==> src/rtl/id_ex_skid_reg.sv <==
// ID/EX pipeline stage register with valid/ready handshake, 2-entry skid buffer and flush.
// Optional macro ID_EX_SKID_BUBBLE_CNT_EN adds a saturating EX-starvation counter (bubble_cnt).
//
// state | meaning
// EMPTY | no beat held (M.valid=0, S.valid=0)
// HALF  | M holds the beat presented to EX, S empty
// FULL  | M presented to EX, S holds the younger beat; upstream stalled
module id_ex_skid_reg #(
    parameter int CTRL_W = 14,
    parameter int DATA_W = 134
) (
    input  logic              clk,
    input  logic              rst,
    input  logic              flush,
    input  logic              in_valid,
    output logic              in_ready,
    input  logic [CTRL_W-1:0] in_ctrl,
    input  logic [DATA_W-1:0] in_data,
    output logic              out_valid,
    input  logic              out_ready,
    output logic [CTRL_W-1:0] out_ctrl,
    output logic [DATA_W-1:0] out_data,
    output logic [1:0]        occupancy
`ifdef ID_EX_SKID_BUBBLE_CNT_EN
    ,
    output logic [15:0]       bubble_cnt
`endif
);

    typedef enum logic [1:0] {
        ST_EMPTY = 2'b00,
        ST_BAD   = 2'b01,
        ST_HALF  = 2'b10,
        ST_FULL  = 2'b11
    } state_e;

    logic              m_valid_q, m_valid_d;
    logic [CTRL_W-1:0] m_ctrl_q,  m_ctrl_d;
    logic [DATA_W-1:0] m_data_q,  m_data_d;
    logic              s_valid_q, s_valid_d;
    logic [CTRL_W-1:0] s_ctrl_q,  s_ctrl_d;
    logic [DATA_W-1:0] s_data_q,  s_data_d;

    state_e state;
    logic   accept;
    logic   pop;

    assign state     = state_e'({m_valid_q, s_valid_q});
    assign in_ready  = !s_valid_q && !rst;
    assign accept    = in_valid && in_ready;
    assign pop       = m_valid_q && out_ready;
    assign out_valid = m_valid_q;
    assign out_ctrl  = m_valid_q ? m_ctrl_q : '0;
    assign out_data  = m_data_q;
    assign occupancy = {1'b0, m_valid_q} + {1'b0, s_valid_q};

    always_comb begin
        m_valid_d = m_valid_q;
        m_ctrl_d  = m_ctrl_q;
        m_data_d  = m_data_q;
        s_valid_d = s_valid_q;
        s_ctrl_d  = s_ctrl_q;
        s_data_d  = s_data_q;

        if (flush) begin
            // Data registers keep stale contents; only valids and ctrl are squashed.
            m_valid_d = 1'b0;
            s_valid_d = 1'b0;
            m_ctrl_d  = '0;
            s_ctrl_d  = '0;
        end else begin
            case (state)
                ST_EMPTY: begin
                    if (accept) begin
                        m_valid_d = 1'b1;
                        m_ctrl_d  = in_ctrl;
                        m_data_d  = in_data;
                    end
                end
                ST_HALF: begin
                    if (accept && pop) begin
                        m_ctrl_d = in_ctrl;
                        m_data_d = in_data;
                    end else if (accept) begin
                        s_valid_d = 1'b1;
                        s_ctrl_d  = in_ctrl;
                        s_data_d  = in_data;
                    end else if (pop) begin
                        m_valid_d = 1'b0;
                        m_ctrl_d  = '0;
                    end
                end
                ST_FULL: begin
                    if (pop) begin
                        m_ctrl_d  = s_ctrl_q;
                        m_data_d  = s_data_q;
                        s_valid_d = 1'b0;
                        s_ctrl_d  = '0;
                    end
                end
                default: begin
                    // Unreachable; recover to EMPTY.
                    m_valid_d = 1'b0;
                    s_valid_d = 1'b0;
                    m_ctrl_d  = '0;
                    s_ctrl_d  = '0;
                end
            endcase
        end
    end

    always_ff @(posedge clk or posedge rst) begin
        if (rst) begin
            m_valid_q <= 1'b0;
            m_ctrl_q  <= '0;
            m_data_q  <= '0;
            s_valid_q <= 1'b0;
            s_ctrl_q  <= '0;
            s_data_q  <= '0;
        end else begin
            m_valid_q <= m_valid_d;
            m_ctrl_q  <= m_ctrl_d;
            m_data_q  <= m_data_d;
            s_valid_q <= s_valid_d;
            s_ctrl_q  <= s_ctrl_d;
            s_data_q  <= s_data_d;
        end
    end

`ifdef ID_EX_SKID_BUBBLE_CNT_EN
    logic [15:0] bubble_cnt_q, bubble_cnt_d;

    always_comb begin
        bubble_cnt_d = bubble_cnt_q;
        if (out_ready && !m_valid_q && (bubble_cnt_q != 16'hFFFF)) begin
            bubble_cnt_d = bubble_cnt_q + 16'd1;
        end
    end

    always_ff @(posedge clk or posedge rst) begin
        if (rst) begin
            bubble_cnt_q <= '0;
        end else begin
            bubble_cnt_q <= bubble_cnt_d;
        end
    end

    assign bubble_cnt = bubble_cnt_q;
`endif

endmodule

==> config.mk <==
export PLATFORM = sky130hd
export DESIGN_NAME = id_ex_skid_reg
export DESIGN_NICKNAME = d
export VERILOG_FILES = /design/src/rtl/id_ex_skid_reg.sv
export SDC_FILE = /design/constraint.sdc
export NUM_CORES = 1
export LEC_CHECK = 0
export BUFFER_PORTS_ARGS = -buffer_cell sky130_fd_sc_hd__buf_2
export CORE_MARGIN = 4
export CORE_UTILIZATION = 58
export DETAILED_ROUTE_END_ITERATION = 7
export GPL_TIMING_DRIVEN = 0
export PLACE_DENSITY = 0.95
export SLEW_MARGIN = 10
export SYNTH_ARGS = -nofsm -noshare
export SYNTH_HDL_FRONTEND = slang
export SYNTH_SLANG_ARGS = --single-unit
==> constraint.sdc <==
create_clock -name clk -period 25.4 [get_ports clk]
set_clock_uncertainty 0.05 [all_clocks]
set_input_delay 5.08 -clock clk [delete_from_list [all_inputs] [get_ports clk]]
set_output_delay 5.08 -clock clk [all_outputs]
set_load 0.03 [all_outputs]
==> summary.md <==
| Metric | Value |
|---|---|
| Status | completed |
| IO Port Bufs | 304 |
| Routability cong. | 0.816 |
| Post-Route WL | around 31000 um |
| Seq pwr share | 44.4% |
| Hold Fails Final Rpt | 0 |
| Filler cells | between 1k and 1.5k |
| Logic gate share of total power | 24.8% |
| CTS tree | yes |
| Max VDD drop | 67.1 uV |
| CP max FO | 4 |
| Drt pass-1 iters | 4 |
| Post-synthesis cell area | about 13000 um2 |
| Initial antenna violation count | 11 |
| Util after Layout | 72.8% |
| Area share of xor/xnor cells in the synthesized design | 0% |
| Total gr overflow | 0 |
| Die area | 24900 um2 |
| Die span in x | 158 um |
| Hold Buf Count CTS | 0 |
| Layout cells sized above 1 | 59.4% |
| Switching Fraction | 31.6% |
| Hold WS | 0.433 ns |
| Synth Area in Simple Gates | around 1.3% |
| WL met1 | around 12000 um |
| Mapped Cells | 855 |
| Slew Limit Fails | 0 |
| Final instance area | around 16000 um2 |
| Synth Register Bits | between 200 and 300 |
| Cell row count | 54 |
| Yosys cell types | 28 |
| Worst path slowest cell | buf_2 |
| HPWL after detailed placement | 21500 um |
| Post-layout min period | between 10 and 15 ns |
| Post-synthesis sequential area ratio | 57.4% |
| First-pass GRT wire length | 48700 um |
| Syn nets | 1012 |
| Post-synthesis adder-cell area fraction | 0.385% |
| Met2 WL | 15400 um |
| # IOs | 305 |
| Clock transition at path regs | 0.06 ns |
| Most frequent cells in the layout | mux2_2, buf_2, dfrtp_1 |
| Clk network pwr share | 30.7% |
| Routed Antenna Nets | 0 |
| Vias in the first global route | 9259 |
| Top Layer Used | met5 |
| Static Leak | 0.00759 uW |
| Largest family of logic cells by synthesized area | multiplexers |
| Power density cells | 92.6 nW/um2 |
| Max_cap viols | 0 |
| Cell taking the most area after synthesis | dfrtp_1 |
| CORE AREA | 22000 um2 |
| Crit-path most repeated cell | buf_2 |
| Area Overhead vs Synth | 23.0% |
| Wire per inst | 20.5 um |
| Clk_lat worst skew | 0.55 ns |
| Setup TNS | 0 ns |
| Setup bufs post-CTS | 0 |
| Crit end category | primary output |
| Clock sink count | 298 |
| Worst Path Class, Setup | input port to primary output |
| Clk Tree Root Cell | clkbuf_16 |
| Largest net degree at the start of global routing | 117 |
| Arr. time, crit path | 5.59 ns |
| Global-route usage over all layers | 24.7% |
| Htree depth | 1 |
| Cts bufs inserted | 31 |
| Mux contribution to synthesized area | 34.9% |
| Unrepaired setup endpoints after global routing | no |
| Hold WC Path Type | flip-flop to flip-flop |
| DRC | 0 |
| Synthesis warning total | 0 |
| Pint | 1010 uW |
| Initial DRC count | 388 |
| Worst-case clock buffer depth | 3 |
| Via-to-Cell Ratio | 5.63 |
| Top cells by area, synth | dfrtp_1, mux2_2, mux2_1, a22o_1, o2bb2ai_1 |
| Most common cell after layout, fill and taps aside | mux2_2 |
| Initial core utilization | 59.2% |
| Fmax | 93.2 MHz |
| CP Cell Sequence | buf_2 -> nor2_1 -> buf_2 |
| Syn avg cell area | 15.2 um2 |
| Actual slew at the worst max-slew pin | around 0.84 ns |
| Period utilisation layout | 42.2% |
| Worst EP required | ~20 ns |
| Die Y | 158 um |
| Setup-failing EPs final | 0 |
| Via count | about 8.5k |
| Startpoint class of the critical path | input port |
| Switching power | 467 uW |
| Synth Area in Compound Gates | 3.93% |
| Met3 Wirelength | around 2300 um |
| DP Area | 14900 um2 |
| Top cell type's share of synthesized area | 57.4% |
| CTS resizes | 0 |
| Relative slew slack | 43.6% |
| # nets final | ~1.4k |
| CP peak stage delay | 0.24 ns |
==> final timing paths <==
check | cells past startpoint | start | slack [ns] | to
max in group asynchronous | 3 | rst | 19.80 | s_data_q[8]
worst min register to register | 1 | m_ctrl_q[6] | 0.43 | m_ctrl_q[6]
worst max-delay path | 3 | rst | 14.68 | in_ready
min in group asynchronous | 2 | rst | 4.55 | s_ctrl_q[13]
worst min-delay path | 1 | m_ctrl_q[6] | 0.43 | m_ctrl_q[6]
worst max register to register | 6 | out_valid | 22.04 | out_data[17]
==> metal layers <==
metal  global-route usage [%]  up-vias
li1                         -     3810
met1                     30.2     4262
met2                     41.9      313
met3                     6.75       88
met4                     9.50       10
met5                        0        -
==> metrics by stage <==
step | std cells | worst slack [ns] | total power [uW]
2_1_floorplan | 855 | 12.04 | 904
3_3_place_gp | 1439 | 8.98 | 1010
3_5_place_dp | 1441 | 14.67 | 1030
4_1_cts | 1498 | 14.67 | 1490
5_1_grt | 1504 | 14.58 | 1550
6_report | 1508 | 14.68 | 1480
==> sequential cells by signal, summed over array words and instances (netlist names) <==
signal,count
m_ctrl_q,14
out_data,134
out_valid,1
s_ctrl_q,14
s_data_q,134
s_valid_q,1
==> final cells by class <==
class | count | area [um2] | share of cell area (%)
buffer | 54 | 269 | 1.68
clock buffer | 42 | 867 | 5.43
antenna | 10 | 25.0 | 0.157
sequential | 298 | 7460 | 46.7
multi-input combinational | 500 | 5250 | 32.9
clock inverter | 15 | 160 | 1.00
tap | 280 | 350 | 2.19
timing repair buffer | 306 | 1580 | 9.87
inverter | 3 | 18.8 | 0.117
==> kinds of logic (layout without fill, tap and decap cells) <==
family,after synthesis,after routing
flops,298,298
buf+inv,57,420
mux,402,402
fa+ha+maj,4,4
simple gates,27,27
compound gates,67,67
other cells,0,10
==> critical path, delay by kind of cell <==
family	cells	cell delay, ns
and+or+nand+nor	1	0.12
buffers and inverters	2	0.39
==> power by group through the flow <==
stage	logic (uW)	registers, uW	clock network (uW)
6_report	367	657	455
5_1_grt	393	669	483
4_1_cts	372	656	463
3_5_place_dp	369	661	0
3_3_place_gp	355	653	0
2_1_floorplan	135	769	0
==> cells in the mapped netlist (all sizes together) <==
cell and count:
and2 15, o21ai 3, nand2 2, nand4bb 1, or3b 1, a22o 28, inv 3, mux2 402
clkbuf 28, a2bb2oi 1, a21o 1, nor3 2, ha 4, dfrtp 298, a31oi 1, or3 1
a21oi 17, a211oi 2, buf 26, nor2 5, o2bb2ai 14
(Power assumes the default switching activity.)
